==> src/rtl/sprite_bank_scheduler.sv <==
// Sprite RAM double-buffer scheduler: loader grants, frame-start swaps, beam-to-address read path.
// Build option: define SPRITE_SCALE2X_EN to show each sprite pixel as a 2x2 block.
module sprite_bank_scheduler #(
  parameter int         SPRITEWIDTH         = 64,
  parameter int         NUMPIXELS           = 4096,
  parameter logic [9:0] SLOT0_X             = 10'd100,
  parameter logic [9:0] SLOT0_Y             = 10'd200,
  parameter logic [9:0] SLOT1_X             = 10'd400,
  parameter logic [9:0] SLOT1_Y             = 10'd100,
  parameter int         LOAD_TIMEOUT_FRAMES = 8,
  localparam int        AW                  = $clog2(NUMPIXELS)
) (
  input  logic          vgaclk,
  input  logic          reset_n,
  input  logic [9:0]    x,
  input  logic [9:0]    y,
  input  logic          frame_start,
  input  logic          load_req,
  input  logic          load_slot,
  input  logic          load_done,
  output logic          load_grant,
  output logic [1:0]    wr_bank,
  output logic          busy,
  output logic          load_aborted,
  output logic [AW-1:0] rd_addr,
  output logic [1:0]    rd_bank,
  output logic          pix_valid,
  output logic          pix_slot
);

`ifdef SPRITE_SCALE2X_EN
  localparam int SC = 1;
`else
  localparam int SC = 0;
`endif
  localparam int          SH       = $clog2(SPRITEWIDTH);
  localparam logic [10:0] EXT      = 11'(SPRITEWIDTH << SC);
  localparam logic [3:0]  TMO_LAST = 4'(LOAD_TIMEOUT_FRAMES - 1);

  typedef enum logic [1:0] {IDLE, LOAD, PEND} state_t;

  state_t        state_q;
  logic          slot_q;
  logic [1:0]    front_q;
  logic [3:0]    tmo_q;

  logic [10:0]   xe, ye, s0x, s0y, s1x, s1y;
  logic          hit0, hit1;
  logic [9:0]    dx0, dy0, dx1, dy1;
  logic [AW-1:0] addr0, addr1;
  logic [AW-1:0] rd_addr_d;
  logic [1:0]    rd_bank_d;
  logic          pix_valid_d, pix_slot_d;

  // 11-bit compares keep the upper bound from wrapping near x/y = 1023
  assign xe   = {1'b0, x};
  assign ye   = {1'b0, y};
  assign s0x  = {1'b0, SLOT0_X};
  assign s0y  = {1'b0, SLOT0_Y};
  assign s1x  = {1'b0, SLOT1_X};
  assign s1y  = {1'b0, SLOT1_Y};
  assign hit0 = (xe >= s0x) && (xe < s0x + EXT) &&
                (ye >= s0y) && (ye < s0y + EXT);
  assign hit1 = (xe >= s1x) && (xe < s1x + EXT) &&
                (ye >= s1y) && (ye < s1y + EXT);

  assign dx0   = x - SLOT0_X;
  assign dy0   = y - SLOT0_Y;
  assign dx1   = x - SLOT1_X;
  assign dy1   = y - SLOT1_Y;
  assign addr0 = AW'((({2'b0, dy0} >> SC) << SH) + ({2'b0, dx0} >> SC));
  assign addr1 = AW'((({2'b0, dy1} >> SC) << SH) + ({2'b0, dx1} >> SC));

  always_comb begin
    rd_addr_d   = '0;
    rd_bank_d   = 2'b00;
    pix_valid_d = 1'b0;
    pix_slot_d  = 1'b0;
    unique case (1'b1)
      hit0: begin
        rd_addr_d   = addr0;
        rd_bank_d   = {1'b0, front_q[0]};
        pix_valid_d = 1'b1;
      end
      hit1 && !hit0: begin
        rd_addr_d   = addr1;
        rd_bank_d   = {1'b1, front_q[1]};
        pix_valid_d = 1'b1;
        pix_slot_d  = 1'b1;
      end
      default: ;
    endcase
  end

  always_ff @(posedge vgaclk) begin
    if (!reset_n) begin
      state_q      <= IDLE;
      slot_q       <= 1'b0;
      front_q      <= 2'b00;
      tmo_q        <= 4'd0;
      load_grant   <= 1'b0;
      wr_bank      <= 2'b00;
      busy         <= 1'b0;
      load_aborted <= 1'b0;
      rd_addr      <= '0;
      rd_bank      <= 2'b00;
      pix_valid    <= 1'b0;
      pix_slot     <= 1'b0;
    end else begin
      load_aborted <= 1'b0;
      rd_addr      <= rd_addr_d;
      rd_bank      <= rd_bank_d;
      pix_valid    <= pix_valid_d;
      pix_slot     <= pix_slot_d;
      unique case (state_q)
        IDLE: if (load_req) begin
          state_q    <= LOAD;
          slot_q     <= load_slot;
          wr_bank    <= {load_slot, ~front_q[load_slot]};
          load_grant <= 1'b1;
          busy       <= 1'b1;
          tmo_q      <= 4'd0;
        end
        LOAD: begin
          if (load_done && frame_start) begin
            front_q[slot_q] <= ~front_q[slot_q];
            state_q         <= IDLE;
            load_grant      <= 1'b0;
            busy            <= 1'b0;
          end else if (load_done) begin
            state_q    <= PEND;
            load_grant <= 1'b0;
          end else if (frame_start) begin
            if (tmo_q == TMO_LAST) begin
              state_q      <= IDLE;
              load_grant   <= 1'b0;
              busy         <= 1'b0;
              load_aborted <= 1'b1;
            end else begin
              tmo_q <= tmo_q + 4'd1;
            end
          end
        end
        PEND: if (frame_start) begin
          front_q[slot_q] <= ~front_q[slot_q];
          state_q         <= IDLE;
          busy            <= 1'b0;
        end
        default: state_q <= IDLE;
      endcase
    end
  end

endmodule

==> config.mk <==
export PLATFORM = sky130hd
export DESIGN_NAME = sprite_bank_scheduler
export DESIGN_NICKNAME = d
export VERILOG_FILES = /design/src/rtl/sprite_bank_scheduler.sv
export SDC_FILE = /design/constraint.sdc
export NUM_CORES = 1
export LEC_CHECK = 0
export CAP_MARGIN = 15
export CORE_MARGIN = 4
export CORE_UTILIZATION = 40
export CTS_BUF_LIST = sky130_fd_sc_hd__clkbuf_4
export DETAILED_ROUTE_END_ITERATION = 10
export PLACE_DENSITY = 0.63
export SYNTH_ARGS = -nofsm -noshare
export SYNTH_HDL_FRONTEND = slang
export SYNTH_SLANG_ARGS = --single-unit
==> constraint.sdc <==
create_clock -name vgaclk -period 6.3 [get_ports vgaclk]
set_clock_uncertainty 0.15 [all_clocks]
set_input_delay 1.26 -clock vgaclk [delete_from_list [all_inputs] [get_ports vgaclk]]
set_output_delay 1.26 -clock vgaclk [all_outputs]
set_load 0.05 [all_outputs]
==> out/metrics.yaml <==
antenna_found_initial: 0
worst_slew_pin_tran_ns: 0.797
io_buffers: 46
drtIter0Drc: 45
cell_at_the_root_of_the_clock_tree: "sky130_fd_sc_hd__clkbuf_4"
worst_ir_drop_vdd_v: 0.000117
share_clk_of_total_power_pct: 30.2
die_area_um2: 6470
postSynthRegisterBits: 29
place_congestion: 0.853
critical-path-top-delay-family: "adder cells"
number_of_synthesized_flops_with_an_enable_pin: 0
initial_standard_cell_utilization_of_the_core_pct: 41.1
drive_gt1_share_pct: 5.72
final_nets: 347
max_cap_viol_count: 0
vias_in_the_first_global_route: 1822
cts-buffers-inserted: 5
endpoints_failing_setup: 0
antennaDiodeCount: 0
layout.cells.most_common: "sky130_fd_sc_hd__clkdlybuf4s50_1"
cts_buffer_depth: 2
row_cnt: 26
static-leakage-power_uw: 0.00113
post_synth_num_cell_types: 42
coreArea_um2: 5110
power-per-cell-area_nw_per_um2: 189
yosysWarnings: 0
critical_path.endpoint_type: "flip-flop"
slew_headroom_pct: 46.8
cts_post_setup_buffers_inserted: 0
period_needed_ns: 4.04
drt-vias-per-instance: 5.04
synthesis.instances: 251
cts.htree.levels: 2
worst-path-max-fanout: 5
post_cts_resized: 0
grt_start_max_net_pins: 25
comb_power_share_pct: 31.6
timing.critical_path.buf_inv: 2
residual_drc_count: 0
report.final.hold_viol_count: 0
power_switching_share_pct: 32.2
detailedPlacementHpwl_mm: 3.78
clkLatencyLatePin_ns: 0.33
crit_type: "in2reg"
first_pass_grt_wire_length_mm: 8.14
power_switching_uw: 164
outcome: "complete, no violations"
cp_cell_sequence: "clkdlybuf4s50_1, inv_1, ha_1, nor2b_1, or3_1, and2_1, ha_1, fa_1, a21o_1, a21oi_1, xnor2_1, nand3_1, a21oi_1"
routed-via-count: 1851
holdCritPathClass: "reg2reg"
clock_tree_from_tritoncts: "built"
clock_sink_count: 29
routed_wire_length_per_instance_um: 12.8
seq_power_share_pct: 38.2
post-place-cells: 359
pins_over_their_slew_limit: 0
grt_setup_unrepaired: "no"
totalPowerFinal_uw: 508
mappedNetlistArea_um2: 2100
setup_tns_ns: 0
synth_nets: 302
die-height_um: 80.5
timing.final.ws_setup_ns: 2.26
drt_first_pass_iters: 4
area_growth_syn_to_layout_pct: 28.3
cts.clk_slew.worst_paths_ns: 0.10
preCtsSetupSlack_ns: 1.91
fmax_mhz: 248
layout_worst_path_cycle_share_pct: 64.1
wirelength_mm: 4.70
timing.critical_path.from_type: "primary input"
final_antenna_net_count: 0
fillers: 522
synthFlopType: "sky130_fd_sc_hd__dfxtp_1"
worstPathRequired_ns: 6.41
ctsHoldBuffers: 0
critPathSlowestCell: "sky130_fd_sc_hd__clkdlybuf4s50_1"
internal-power_uw: 345
max_stage_delay_ns: 0.55
arrival_ns: 4.14
async_flop_share_pct: 0
ys_seq_area_share_pct: 27.7
layout_common_cells: "46 x sky130_fd_sc_hd__clkdlybuf4s50_1, 29 x sky130_fd_sc_hd__dfxtp_1, 23 x sky130_fd_sc_hd__inv_1, 23 x sky130_fd_sc_hd__ha_1, 20 x sky130_fd_sc_hd__nor2_1"
floorplan.io_pins: 47
globalRoute.totalOverflow: 0
grt.total_usage_pct: 15.9
post_synth.cell_area_avg_um2: 8.36
dieWidth_um: 80.5
final-instance-count-excl-fill: 367
-- worst reg2reg max path: stages (launching register included) --
cell,delay [ns]
sky130_fd_sc_hd__dfxtp_1,0.35
sky130_fd_sc_hd__inv_1,0.08
sky130_fd_sc_hd__ha_1,0.38
sky130_fd_sc_hd__nor2b_1,0.30
sky130_fd_sc_hd__and3b_1,0.28
sky130_fd_sc_hd__o21ai_0,0.17
sky130_fd_sc_hd__o21ai_0,0.20
sky130_fd_sc_hd__a21oi_1,0.08
-- through the flow --
step | util, % | instance area, um^2 | hold slack (ns)
6_report | 52.7 | 2690 | 0.312
5_1_grt | 52.7 | 2690 | 0.362
4_1_cts | 52.7 | 2690 | 0.315
3_5_place_dp | 51.1 | 2610 | 0.302
3_3_place_gp | 51.1 | 2610 | 0.295
2_1_floorplan | - | 2100 | 0.294
-- metal layers --
metal  GRT usage (%)  share of wire, %
met1            19.7                46
met5               0                 0
met2            27.5                48
met4            5.41              0.57
met3            2.91               5.5
-- state kept, by name (all words and copies together) (netlist names) --
signal	cells
busy	1
front_q	2
load_aborted	1
load_grant	1
pix_slot	1
pix_valid	1
rd_addr	12
rd_bank	2
state_q	2
tmo_q	4
wr_bank	2
-- Yosys cell counts, drive strengths merged, types with 5 or more instances --
master	n	area [um^2]
dfxtp	29	581
and3	6	37.5
xor2	5	43.8
nor2	20	75.1
nand2	20	82.6
xnor2	15	131
a32oi	6	60.1
inv	23	86.3
ha	23	288
nor2b	8	50.1
a21oi	19	95.1
o21ai	12	60.1
clkbuf	6	22.5
nand3	7	35.0
-- path summary, 6_finish.rpt --
path              startpoint           to  slack, ns  cells after the start
hold / removal    wr_bank[0]   wr_bank[0]       0.31                      2
hold reg to reg   wr_bank[0]   wr_bank[0]       0.31                      2
setup / recovery        x[4]  rd_addr[10]       2.26                     13
setup reg to reg  state_q[1]     tmo_q[2]       4.16                      7
-- kinds of logic after synthesis --
| group | synth area share [%] |
|---|---|
| compound gates | 20.0 |
| xor+xnor | 8.34 |
| fa+ha+maj | 15.6 |
| buf+inv | 5.90 |
| flops | 27.7 |
| mux | 2.03 |
| simple gates | 20.4 |
-- final cells by class --
cell class / count / area (um^2) / share of cell area, %
clock buffers: 5 / 37.5 / 1.39
inverters: 23 / 86.3 / 3.20
well taps: 70 / 87.6 / 3.25
clock inverters: 3 / 46.3 / 1.72
flip-flops and latches: 29 / 581 / 21.6
repair buffers: 46 / 460 / 17.1
multi-input cells: 191 / 1400 / 51.8
-- power groups by stage --
| stage | logic [uW] | registers, uW | clock network, uW |
|---|---|---|---|
| 2_1_floorplan | 98.7 | 211 | 0 |
| 3_3_place_gp | 160 | 198 | 0 |
| 3_5_place_dp | 161 | 199 | 0 |
| 4_1_cts | 162 | 194 | 159 |
| 5_1_grt | 181 | 196 | 166 |
| 6_report | 160 | 194 | 154 |
Power figures use the tool's default switching activity.
